$ cat src/rtl/lvds_tx_pkg.sv
// rtl/lvds_tx_pkg.sv - shared types, clock-lane pattern and pixel-to-lane packing for the LVDS transmit packer
package lvds_tx_pkg;

  localparam logic [6:0] CLK_LANE_PATTERN = 7'b1100011;

  typedef logic [6:0] lane_word_t;
  typedef lane_word_t [3:0] lane_set_t;
  typedef enum logic {MAP_VESA, MAP_JEIDA} map_t;
  typedef enum logic {ST_IDLE, ST_RUN} state_t;

  // Words are listed bit6 first; 6-bit colour is passed zero-extended and always uses MAP_VESA.
  function automatic lane_set_t pack_pixel(input logic hs, input logic vs, input logic de,
                                           input logic [7:0] r, input logic [7:0] g,
                                           input logic [7:0] b, input map_t map);
    lane_set_t w;
    if (map == MAP_JEIDA) begin
      w[0] = {r[2], r[3], r[4], r[5], r[6], r[7], g[2]};
      w[1] = {g[3], g[4], g[5], g[6], g[7], b[2], b[3]};
      w[2] = {b[4], b[5], b[6], b[7], hs, vs, de};
      w[3] = {r[0], r[1], g[0], g[1], b[0], b[1], 1'b0};
    end else begin
      w[0] = {r[0], r[1], r[2], r[3], r[4], r[5], g[0]};
      w[1] = {g[1], g[2], g[3], g[4], g[5], b[0], b[1]};
      w[2] = {b[2], b[3], b[4], b[5], hs, vs, de};
      w[3] = {r[6], r[7], g[6], g[7], b[6], b[7], 1'b0};
    end
    return w;
  endfunction

endpackage

$ cat src/rtl/lvds_tx_fifo.sv
// rtl/lvds_tx_fifo.sv - synchronous pixel FIFO with full/empty flags and flush
module lvds_tx_fifo #(
  parameter int WIDTH = 27,
  parameter int DEPTH = 4
) (
  input  logic             clk,
  input  logic             rst_n,
  input  logic             flush,
  input  logic             push,
  input  logic [WIDTH-1:0] din,
  input  logic             pop,
  output logic [WIDTH-1:0] dout,
  output logic             full,
  output logic             empty
);

  localparam int AW = $clog2(DEPTH);

  logic [WIDTH-1:0] mem [DEPTH];
  logic [AW:0]      wr_ptr;
  logic [AW:0]      rd_ptr;
  logic             do_push;
  logic             do_pop;

  // Pointers carry one wrap bit so full and empty are distinguishable.
  assign empty   = (wr_ptr == rd_ptr);
  assign full    = (wr_ptr[AW] != rd_ptr[AW]) && (wr_ptr[AW-1:0] == rd_ptr[AW-1:0]);
  assign do_push = push && !full;
  assign do_pop  = pop && !empty;
  assign dout    = mem[rd_ptr[AW-1:0]];

  always_ff @(posedge clk or negedge rst_n) begin
    if (!rst_n) begin
      wr_ptr <= '0;
      rd_ptr <= '0;
    end else if (flush) begin
      wr_ptr <= '0;
      rd_ptr <= '0;
    end else begin
      if (do_push) wr_ptr <= wr_ptr + (AW+1)'(1);
      if (do_pop)  rd_ptr <= rd_ptr + (AW+1)'(1);
    end
  end

  always_ff @(posedge clk) begin
    if (do_push) mem[wr_ptr[AW-1:0]] <= din;
  end

endmodule

$ cat src/rtl/lvds_tx_lane_packer.sv
// rtl/lvds_tx_lane_packer.sv - OpenLDI 7:1 lane packer/serializer; LVDS_TX_UFLOW_CNT_EN adds uflow_count
module lvds_tx_lane_packer
  import lvds_tx_pkg::*;
#(
  parameter  int COLOR_BITS = 8,
  parameter  int FIFO_DEPTH = 4,
  localparam int LANES      = (COLOR_BITS == 8) ? 4 : 3
) (
  input  logic                  clk,
  input  logic                  rst_n,
  input  logic                  en,
  input  logic                  map_jeida,
  input  logic                  s_valid,
  output logic                  s_ready,
  input  logic                  s_hsync,
  input  logic                  s_vsync,
  input  logic                  s_de,
  input  logic [COLOR_BITS-1:0] s_red,
  input  logic [COLOR_BITS-1:0] s_green,
  input  logic [COLOR_BITS-1:0] s_blue,
  output logic [LANES-1:0]      lane_out,
  output logic                  clk_lane_out,
  output logic                  slot_start,
  output logic                  underflow
`ifdef LVDS_TX_UFLOW_CNT_EN
  ,
  output logic [15:0]           uflow_count
`endif
);

  localparam int PW = 3*COLOR_BITS + 3;

  state_t                  state;
  logic [2:0]              phase;
  logic [LANES-1:0][6:0]   shift_q;
  logic                    held_hs;
  logic                    held_vs;
  logic                    fifo_full;
  logic                    fifo_empty;
  logic                    push;
  logic                    pop;
  logic                    load;
  logic [PW-1:0]           fifo_din;
  logic [PW-1:0]           fifo_dout;
  logic [7:0]              r8;
  logic [7:0]              g8;
  logic [7:0]              b8;
  logic                    px_hs;
  logic                    px_vs;
  logic                    px_de;
  map_t                    map_sel;
  lane_set_t               words;

  assign s_ready  = (state == ST_RUN) && !fifo_full;
  assign push     = s_valid && s_ready;
  // A new slot loads on leaving IDLE or at the end of phase 6 while still enabled.
  assign load     = en && ((state == ST_IDLE) || (phase == 3'd6));
  assign pop      = load && !fifo_empty;
  assign fifo_din = {s_hsync, s_vsync, s_de, s_red, s_green, s_blue};

  lvds_tx_fifo #(.WIDTH(PW), .DEPTH(FIFO_DEPTH)) u_fifo (
    .clk   (clk),
    .rst_n (rst_n),
    .flush (state == ST_IDLE),
    .push  (push),
    .din   (fifo_din),
    .pop   (pop),
    .dout  (fifo_dout),
    .full  (fifo_full),
    .empty (fifo_empty)
  );

  always_comb begin
    r8      = '0;
    g8      = '0;
    b8      = '0;
    px_hs   = held_hs;
    px_vs   = held_vs;
    px_de   = 1'b0;
    map_sel = (COLOR_BITS == 8 && map_jeida) ? MAP_JEIDA : MAP_VESA;
    if (!fifo_empty) begin
      {px_hs, px_vs, px_de} = fifo_dout[PW-1 -: 3];
      r8[COLOR_BITS-1:0]    = fifo_dout[3*COLOR_BITS-1 -: COLOR_BITS];
      g8[COLOR_BITS-1:0]    = fifo_dout[2*COLOR_BITS-1 -: COLOR_BITS];
      b8[COLOR_BITS-1:0]    = fifo_dout[COLOR_BITS-1:0];
    end
    words = pack_pixel(px_hs, px_vs, px_de, r8, g8, b8, map_sel);
  end

  always_ff @(posedge clk or negedge rst_n) begin
    if (!rst_n) begin
      state        <= ST_IDLE;
      phase        <= 3'd6;
      shift_q      <= '0;
      held_hs      <= 1'b0;
      held_vs      <= 1'b0;
      lane_out     <= '0;
      clk_lane_out <= 1'b0;
      slot_start   <= 1'b0;
      underflow    <= 1'b0;
    end else begin
      slot_start <= 1'b0;
      underflow  <= 1'b0;
      if (load) begin
        state        <= ST_RUN;
        phase        <= 3'd0;
        clk_lane_out <= CLK_LANE_PATTERN[6];
        slot_start   <= 1'b1;
        underflow    <= fifo_empty;
        if (!fifo_empty) begin
          held_hs <= px_hs;
          held_vs <= px_vs;
        end
        for (int i = 0; i < LANES; i++) begin
          lane_out[i] <= words[i][6];
          shift_q[i]  <= {words[i][5:0], 1'b0};
        end
      end else if (state == ST_RUN && phase == 3'd6) begin
        state        <= ST_IDLE;
        lane_out     <= '0;
        clk_lane_out <= 1'b0;
        shift_q      <= '0;
      end else if (state == ST_RUN) begin
        phase        <= phase + 3'd1;
        clk_lane_out <= CLK_LANE_PATTERN[3'd5 - phase];
        for (int i = 0; i < LANES; i++) begin
          lane_out[i] <= shift_q[i][6];
          shift_q[i]  <= {shift_q[i][5:0], 1'b0};
        end
      end
    end
  end

`ifdef LVDS_TX_UFLOW_CNT_EN
  always_ff @(posedge clk or negedge rst_n) begin
    if (!rst_n) begin
      uflow_count <= '0;
    end else if (load && fifo_empty && uflow_count != 16'hFFFF) begin
      uflow_count <= uflow_count + 16'd1;
    end
  end
`endif

endmodule
$ cat config.mk
export PLATFORM = sky130hd
export DESIGN_NAME = lvds_tx_lane_packer
export DESIGN_NICKNAME = d
export VERILOG_FILES = /design/src/rtl/lvds_tx_pkg.sv /design/src/rtl/lvds_tx_fifo.sv /design/src/rtl/lvds_tx_lane_packer.sv
export SDC_FILE = /design/constraint.sdc
export NUM_CORES = 1
export LEC_CHECK = 0
export CORE_MARGIN = 1
export CORE_UTILIZATION = 50
export CTS_CLUSTER_SIZE = 24
export DETAILED_ROUTE_END_ITERATION = 8
export PLACE_DENSITY = 0.69
export SLEW_MARGIN = 20
export SYNTH_ARGS = -nofsm -noshare
export SYNTH_HDL_FRONTEND = slang
export SYNTH_HIERARCHICAL = 1
export SYNTH_SLANG_ARGS = --single-unit
$ cat constraint.sdc
create_clock -name clk -period 5.42 [get_ports clk]
set_input_delay 0.813 -clock clk [delete_from_list [all_inputs] [get_ports clk]]
set_output_delay 0.813 -clock clk [all_outputs]
set_load 0.1 [all_outputs]
==> summary.md <==
| Metric | Value |
|---|---|
| WS Path Type | flop to primary output |
| Fmax | 260.9 MHz |
| TritonCTS Buffers | 17 |
| Synth top area cells | edfxtp_1, dfrtp_1, mux4_2 |
| First-pass GRT wire length | 18.41 mm |
| Ys Warns | 6 |
| Pre-Repair DR Iteration Count | 4 |
| Slew Limit Fails | 0 |
| Flop2flop setup slack | 2.40 ns |
| Peak supply drop | ~0.00025 V |
| Synth Flop Type | edfxtp_1 |
| Die X | 114.3 µm |
| CTS Buffer Depth | 2 |
| Num rows | 40 |
| Status | finished clean |
| Tot GR Track Use | 19.38% |
| Crit start category | flop |
| Max Cap Viol | 0 |
| Critical Path Fanout Max | 32 |
| # H-tree levels | 4 |
| Largest net degree at the start of global routing | 43 |
| # diodes | 0 |
| Post-Syn Area per Cell | 17.18 µm² |
| WL per Instance | 18.88 µm |
| CP max-delay cell | clkdlybuf4s50_1 |
| Top cells by count, synth | edfxtp_1, dfrtp_1, mux2i_1, mux4_2, a22oi_1 |
| Nets@finish | 452 |
| Final setup vio count | 0 |
| Max Clock Skew | between 0.006 and 0.007 ns |
| Crit-path cells | buf_4, xor2_2, nor3_1, nor2_1, clkdlybuf4s50_1 |
| PwrDens | 567.7 mW/mm² |
| Final TNS setup | 0 ns |
| Top Metal Used | met4 |
| Worst slew pin tran | 1.014 ns |
| Slew HR | about a third |
| DR DRC count | 0 |
| Die H | 114.3 µm |
| Met2 wire length | 5.394 mm |
| Gr ovfl total | 0 |
| CORE AREA | 0.01216 mm² |
| Wire length on met1 | between 5 and 6 mm |
| IO Pins | 40 |
| Syn_nets | 407 |
| Setup Buffers After CTS | 0 |
| Worst-path clk slew | 0.06 ns |
| Kind of cell with the highest combined delay on the critical path | buffers and inverters |
| WP depth | 5 |
| DR WL met3 | 489 µm |
| Critical Path End | s_ready |
| Share of cells above drive strength 1 | between 10% and 20% |
| Vias per inst | between 5 and 6 |
| Die ar. | 0.01306 mm² |
| Post-layout power | 4.172 mW |
| Ys async rst share | between 20% and 30% |
| Critical Path RT | 4.61 ns |
| Reg2Reg Depth | 8 |
| Port Buffers | 39 |
| Hold WC Path Type | flop to flop |
| Vias in the first global route | 3466 |
| Register area share after synthesis | 68.15% |
| Synth cell types | 46 |
| DP Wirelength | just under 7 mm |
| CTS resizes | 0 |
| Synthesized area | roughly 0.0063 mm² |
| Leakage power | 2.684 nW |
| Tmin final | 3.833 ns |
| FF-to-FF End | u_fifo/rd_ptr[0]$_DFFE_PN0P_ |
| Initial DRC count | about 260 |
| CTS Root Cell | clkbuf_16 |
| Area grow syn2layout | 16.57% |
| Final Hold Vio Count | 0 |
| Yosys top cell by area | edfxtp_1 |
| Launch point of the worst path | u_fifo/rd_ptr[0]$_DFFE_PN0P_ |
| Synth Register Bits | 150 |
| Top-count cell post-synth | edfxtp_1 |
| Yosys top cell area share | 51.44% |
| Initial antenna violation count | 0 |
| CTS tree | built |
| Crit path DAT | 3.02 ns |
| CTS Hold Buffers Added | 0 |
| Sink Count | 150 |
| CP max stage delay | 1.14 ns |
| Worst reg2reg path startpoint | u_fifo/rd_ptr[0]$_DFFE_PN0P_ |
| Worst Setup End Kind | primary output |
| Via count | about 3400 |
| Final RePlAce weighted congestion | 0.7608 |
| Post-Syn Instances | 367 |
| Worst Path Buf+Inv | 2 |
| RSZ-0062 raised after global routing | no |
| Skew-Pair Late Insertion Delay | 0.42 ns |
| Final ANT Viol Nets | 0 |
| Fin crit share | a little over two thirds |
| Final WL | approximately 11 mm |
| Initial Utilization | 51.84% |
| EDFF count, synth | 108 |
==> layout make-up <==
cell class,instances,area [µm²]
clock buffer,20,436.7
clock inverter,11,78.83
fill,920,4812
inverter,10,37.54
multi-input combinational,187,1851
sequential,150,4298
tap,168,210.2
timing repair buffer,46,437.9
==> logic make-up after synthesis <==
group / after synthesis / share of synthesized area (%)
compound gates: 70 / 7.502
simple gates: 46 / 4.287
mux: 57 / 14.59
fa+ha+maj: 8 / 1.588
xor+xnor: 6 / 1.310
buf+inv: 30 / 2.580
flops: 150 / 68.15
==> worst min-delay path by stage <==
stage                                  startpoint                 endpoint  slack (ns)  cells past startpoint
final                     shift_q[15]$_DFFE_PN0P_  shift_q[15]$_DFFE_PN0P_        0.49                      2
after global routing      shift_q[15]$_DFFE_PN0P_  shift_q[15]$_DFFE_PN0P_        0.51                      2
after CTS                 shift_q[23]$_DFFE_PN0P_  shift_q[23]$_DFFE_PN0P_        0.49                      2
after detailed placement  shift_q[23]$_DFFE_PN0P_  shift_q[23]$_DFFE_PN0P_        0.47                      2
after global placement     shift_q[8]$_DFFE_PN0P_   shift_q[8]$_DFFE_PN0P_        0.47                      2
after floorplan           shift_q[15]$_DFFE_PN0P_  shift_q[15]$_DFFE_PN0P_        0.45                      2
==> registers in the layout, indices dropped and copies added, names as in the netlist <==
| register | count |
|---|---|
| clk_lane_out | 1 |
| held_hs | 1 |
| held_vs | 1 |
| lane_out | 4 |
| phase | 3 |
| shift_q | 23 |
| slot_start | 1 |
| state | 1 |
| u_fifo/mem | 108 |
| u_fifo/rd_ptr | 3 |
| u_fifo/wr_ptr | 3 |
| underflow | 1 |
==> through the flow <==
stage / cells / area (µm²) / util, % / hold WS (ns) / setup WS, ns
3_3_place_gp: 561 / 6829 / 56.15 / 0.4671 / 2.020
5_1_grt: 592 / 7350 / 60.43 / 0.5143 / 1.399
2_1_floorplan: 367 / 6305 / - / 0.4522 / 1.535
6_report: 592 / 7350 / 60.43 / 0.4918 / 1.587
4_1_cts: 592 / 7345 / 60.39 / 0.4920 / 1.550
3_5_place_dp: 561 / 6829 / 56.15 / 0.4729 / 2.000
==> layout by cell type (no fill, tap or decap), drive strengths merged, types with 4 or more instances in the layout <==
cell type,count
a22oi,25
clkbuf,20
nand4,4
nand2,10
nor2,4
inv,13
edfxtp,108
clkdlybuf4s50,38
nand3,5
dfrtp,40
mux2i,27
o21ai,32
and2,5
ha,8
a21oi,4
clkinv,5
buf,8
mux4,27
==> where the power goes <==
group	total [mW]	switching (mW)	internal [mW]
combinational	1.44	0.882	0.556
clock	1.03	0.444	0.583
sequential	1.71	0.134	1.57
total	4.17	1.46	2.71
==> worst register-to-register path, delay by kind of cell (launching register included) <==
kind | cells | cell delay (ns)
xor gates and xnor gates | 1 | 0.27
DFF | 1 | 0.33
buffers and inverters | 2 | 0.76
AOI/OAI and AO/OA | 1 | 0.23
and+or+nand+nor | 4 | 1.30
==> metal layers <==
metal / up-vias / track usage, %
li1: 1544 / -
met1: 1732 / 26.19
met3: 14 / 5.294
met2: 95 / 30.22
met4: 0 / 7.446
met5: - / 0
Power figures use the tool's default switching activity.
